## config.mk

```make
export PLATFORM = sky130hd
export DESIGN_NAME = uart_tx_param
export DESIGN_NICKNAME = d
export VERILOG_FILES = /design/src/rtl/uart_tx_param.sv
export SDC_FILE = /design/constraint.sdc
export NUM_CORES = 1
export LEC_CHECK = 0
export CORE_MARGIN = 1
export CORE_UTILIZATION = 53
export DETAILED_ROUTE_END_ITERATION = 7
export PLACE_DENSITY = 0.79
export SYNTH_ARGS = -nofsm -noshare
export SYNTH_HDL_FRONTEND = slang
export SYNTH_SLANG_ARGS = --single-unit
```

## constraint.sdc

```tcl
create_clock -name clk -period 2.9 [get_ports clk]
set_clock_uncertainty 0.2 [all_clocks]
set_input_delay 0.87 -clock clk [delete_from_list [all_inputs] [get_ports clk]]
set_output_delay 0.87 -clock clk [all_outputs]
set_load 0.01 [all_outputs]
```

## src/rtl/uart_tx_param.sv

```systemverilog
// uart_tx_param: parametrised UART transmitter with transmit FIFO.
// Ports: clk, reset (sync, active-high), tx_data/tx_valid/tx_ready
//   push side, txd serial out (registered, idles high), busy (FSM
//   not idle), fifo_count (queued entries, excludes frame in flight).
module uart_tx_param #(
    parameter int CLK_DIV    = 10416,
    parameter int DATA_BITS  = 8,
    parameter int PARITY     = 0,
    parameter int STOP_BITS  = 1,
    parameter int FIFO_DEPTH = 4
) (
    input  logic                          clk,
    input  logic                          reset,
    input  logic [DATA_BITS-1:0]          tx_data,
    input  logic                          tx_valid,
    output logic                          tx_ready,
    output logic                          txd,
    output logic                          busy,
    output logic [$clog2(FIFO_DEPTH):0]   fifo_count
);

    localparam int AW = $clog2(FIFO_DEPTH);
    localparam int BW = $clog2(STOP_BITS * CLK_DIV);
    localparam int CW = $clog2(DATA_BITS);

    localparam logic [AW:0]   FULL      = (AW+1)'(FIFO_DEPTH);
    localparam logic [BW-1:0] BIT_LAST  = BW'(CLK_DIV - 1);
    localparam logic [BW-1:0] STOP_LAST = BW'(STOP_BITS * CLK_DIV - 1);
    localparam logic [CW-1:0] DATA_LAST = CW'(DATA_BITS - 1);

    typedef enum logic [2:0] {
        IDLE, START, DATA, PAR, STOP
    } state_t;

    state_t state, state_nx;

    logic [DATA_BITS-1:0] mem [FIFO_DEPTH];
    logic [AW-1:0]        wptr, rptr;
    logic [DATA_BITS-1:0] head, shift, shift_nx;
    logic [BW-1:0]        baud;
    logic [CW-1:0]        bitcnt;
    logic                 par, txd_nx;
    logic                 push, pop;
    logic                 bit_end, stop_end;

    assign head     = mem[rptr];
    assign tx_ready = fifo_count != FULL;
    assign push     = tx_valid && tx_ready;
    assign busy     = state != IDLE;
    assign bit_end  = baud == BIT_LAST;
    assign stop_end = baud == STOP_LAST;

    // Storage needs no reset: the pointers define what is valid.
    always_ff @(posedge clk) begin
        if (push && !reset)
            mem[wptr] <= tx_data;
    end

    always_ff @(posedge clk) begin
        if (reset) begin
            wptr       <= '0;
            rptr       <= '0;
            fifo_count <= '0;
        end else begin
            if (push)
                wptr <= wptr + AW'(1);
            if (pop)
                rptr <= rptr + AW'(1);
            fifo_count <= fifo_count + (AW+1)'(push) - (AW+1)'(pop);
        end
    end

    always_comb begin
        state_nx = state;
        pop      = 1'b0;
        shift_nx = shift;
        txd_nx   = 1'b1;
        unique case (state)
            IDLE: begin
                if (|fifo_count) begin
                    pop      = 1'b1;
                    state_nx = START;
                end
            end
            START: begin
                if (bit_end)
                    state_nx = DATA;
            end
            DATA: begin
                if (bit_end) begin
                    shift_nx = shift >> 1;
                    if (bitcnt == DATA_LAST)
                        state_nx = (PARITY != 0) ? PAR : STOP;
                end
            end
            PAR: begin
                if (bit_end)
                    state_nx = STOP;
            end
            STOP: begin
                if (stop_end) begin
                    if (|fifo_count) begin
                        pop      = 1'b1;
                        state_nx = START;
                    end else begin
                        state_nx = IDLE;
                    end
                end
            end
            default: state_nx = IDLE;
        endcase
        if (pop)
            shift_nx = head;
        // txd is registered, so it is driven from the level of the
        // state being entered.
        unique case (state_nx)
            START:   txd_nx = 1'b0;
            DATA:    txd_nx = shift_nx[0];
            PAR:     txd_nx = par;
            default: txd_nx = 1'b1;
        endcase
    end

    always_ff @(posedge clk) begin
        if (reset) begin
            state  <= IDLE;
            shift  <= '0;
            baud   <= '0;
            bitcnt <= '0;
            par    <= 1'b0;
            txd    <= 1'b1;
        end else begin
            state <= state_nx;
            shift <= shift_nx;
            txd   <= txd_nx;
            if (pop || state == IDLE)
                baud <= '0;
            else if (state == STOP ? stop_end : bit_end)
                baud <= '0;
            else
                baud <= baud + BW'(1);
            if (pop) begin
                bitcnt <= '0;
                par    <= ^head ^ (PARITY == 1);
            end else if (state == DATA && bit_end) begin
                bitcnt <= bitcnt + CW'(1);
            end
        end
    end

endmodule

```

==> flow_metrics.tcl <==
set metrics [dict create \
    synthesis.area_um2 2960 \
    placed_cells 326 \
    synth_nets 263 \
    synth_top_cell_by_area "edfxtp_1" \
    fin_crit_sh 0.924 \
    clockBufferDepth 2 \
    avgSynthCellArea_um2 12.2 \
    cts.sinks 71 \
    startpoint "state[2]$_SDFF_PP0_" \
    ys_warn_count 0 \
    use_met3 0.0821 \
    rsz0062_at_grt "no" \
    hp-start "shift[5]$_SDFFE_PP0P_" \
    cts_made_buffers 9 \
    cp.required_ns 1.83 \
    post_cts_buffers 0 \
    diodes 0 \
    synth_cell_types 42 \
    multiInputGateArea_um2 1140 \
    synth_top_area_frac 0.325 \
    htree_num_levels 3 \
    cts_tree "done" \
    fp.dieH_um 76.7 \
    synth-edff-count 32 \
    area_delta_synth_final_pct 15.0 \
    seq_area_um2 1740 \
    grt_pass1_wl_um 7910 \
    antenna_found_initial 0 \
    wl_per_cell_um 13.6 \
    ir_worst_vdd_uv 614 \
    pin_count 17 \
    holdWs_ns 0.262 \
    use_met2 0.304 \
    fin_crit_ns 2.68 \
    total_leakage_power_nw 1.18 \
    fill_cells 400 \
    r2r_end "fifo_count[2]$_SDFF_PP0_" \
    hpwlAfterDp_um 3220 \
    root_buffer "clkbuf_8" \
    grt_pass1_vias 1815 \
    crit_arrival_ns 1.61 \
    final-max-slew-violation-count 0 \
    crit_type "register to output pin" \
    tightest_slew_ns 0.538 \
    drv_cap 0 \
    ctsHoldBuffers 0 \
    synthCells 242 \
    core_um2 5240 \
    status "finished clean" \
    reg2reg_setup_slack_ns 0.22 \
    drc 0 \
    drive_gt1_frac 0.140 \
    worstHoldPathType "register to register" \
    fmax_ghz 0.373 \
    crit_path_end_kind "output pin" \
    final_cells 342 \
    portBuffers 16 \
    postCtsResizedCells 0 \
    r2r-start "baud[0]$_SDFF_PP0_" \
    cts.clk_slew.worst_paths_ns 0.09 \
    vias_per_cell 5.32 \
    grt_use_met1 0.192 \
    p_per_area_nw_per_um2 844 \
    final_hold_viol_count 0 \
    ys_seq_area_frac 0.589 \
    ys.flop_type "dfxtp_1" \
    clock_insertion_delay_worst_skew_ns 0.36 \
    dieArea_um2 5880 \
    wirelength_um 4650 \
    drt_iter0_markers 85 \
    num_vias 1820 \
    critPathLaunchType "register" \
    setup_viol 0 \
    slew-limit-headroom 0.641 \
    gr-total-overflow 0 \
    die_w_um 76.7 \
    grt_usage 0.179 \
    grt_busiest_layer "met2" \
    worstPathMaxFanout 6 \
    fp-row-count 26 \
    start_util 0.565 \
    ys_ff_latch 71 \
    grt_max_degree 25 \
    place.gp.congestion 0.772 \
    layout.nets 288 \
    synthArstFlopShare 0 \
    drtPass1Iterations 4 \
    crit_end "busy" \
    antenna_left 0 \
    r2r_cells 12 \
    synth_area_leaders "edfxtp_1, dfxtp_1, mux4_2, xnor2_1, ha_1" \
]
[per-stage QoR]
stage | TNS, ns | utilization | total power, mW | setup slack (ns) | cell area [um^2]
after global placement | -0.0455 | 0.612 | 2.10 | -0.0455 | 3210
after CTS | 0 | 0.649 | 2.90 | 0.199 | 3400
after detailed placement | -0.103 | 0.612 | 2.12 | -0.103 | 3210
after floorplan | 0 | - | 1.90 | 0.0245 | 2960
after global routing | 0 | 0.649 | 3.04 | 0.0620 | 3400
final | 0 | 0.649 | 2.87 | 0.222 | 3400
[power breakdown]
group          switching (mW)  total, mW  internal (mW)
clock network           0.436      0.776          0.340
logic                   0.384      0.802          0.418
registers               0.112       1.29           1.18
total                   0.931       2.87           1.94
[registers in the layout, summed over array words and instances (netlist names), 2 cells and up, named ones only]
signal      count
mem            32
fifo_count      3
wptr            2
bitcnt          3
shift           8
baud           14
state           3
rptr            2
[layout make-up]
type,instances,area share
Tap cell,70,0.0258
Clock inverter,7,0.0206
Clock buffer,9,0.0364
Timing Repair Buffer,23,0.0626
Multi-Input combinational cell,156,0.336
Sequential cell,71,0.512
Inverter,6,0.00662
[synth_stat cells, types with 5 or more instances]
cell type and number:
a21oi_1 10, dfxtp_1 39, edfxtp_1 32, ha_1 9, inv_1 5, mux4_2 8, nand2_1 21, nand3_1 8
nor2_1 29, nor3_1 5, xnor2_1 14, xor2_1 9
[layer usage]
layer | part of all wire | routed length [um]
met1 | 0.44 | 2050
met2 | 0.50 | 2350
met3 | 0.040 | 186
met4 | 0.014 | 66
met5 | 0 | 0
[worst min-delay path by stage]
stage | to | slack, ns | cells past startpoint
6_report | shift[5]$_SDFFE_PP0P_ | 0.26 | 2
5_1_grt | shift[2]$_SDFFE_PP0P_ | 0.28 | 2
4_1_cts | shift[5]$_SDFFE_PP0P_ | 0.26 | 2
3_5_place_dp | baud[0]$_SDFF_PP0_ | 0.25 | 1
3_3_place_gp | baud[0]$_SDFF_PP0_ | 0.24 | 1
2_1_floorplan | baud[0]$_SDFF_PP0_ | 0.23 | 1
[critical path, stage by stage, from the launching register on]
cell	delay, ns
dfxtp_1	0.36
or3_1	0.40
clkdlybuf4s50_1	0.49
[kinds of logic after synthesis]
logic type,share of synthesized area
DFF,0.589
muxes,0.0677
AOI/OAI and AO/OA,0.0593
and+or+nand+nor,0.146
adders and majority gates,0.0449
xor gates and xnor gates,0.0681
buffers and inverters,0.0250
[cell usage in the layout (no fill, tap or decap), types with 2 or more instances in the layout]
cell	instances
clkdlybuf4s50_1	16
edfxtp_1	32
a311oi_1	2
nand4_1	4
dfxtp_1	39
mux4_2	8
o21ai_0	2
xnor2_1	14
nor2_1	29
a21oi_1	10
nor3_1	5
nor4b_2	2
buf_4	7
ha_1	9
a22oi_1	4
inv_6	2
or3_1	4
inv_8	4
and2_1	4
nand3_1	8
nand2_1	21
nor2b_1	4
inv_1	5
xor2_1	9
mux2i_1	2
clkbuf_8	9
(Power assumes the default switching activity.)
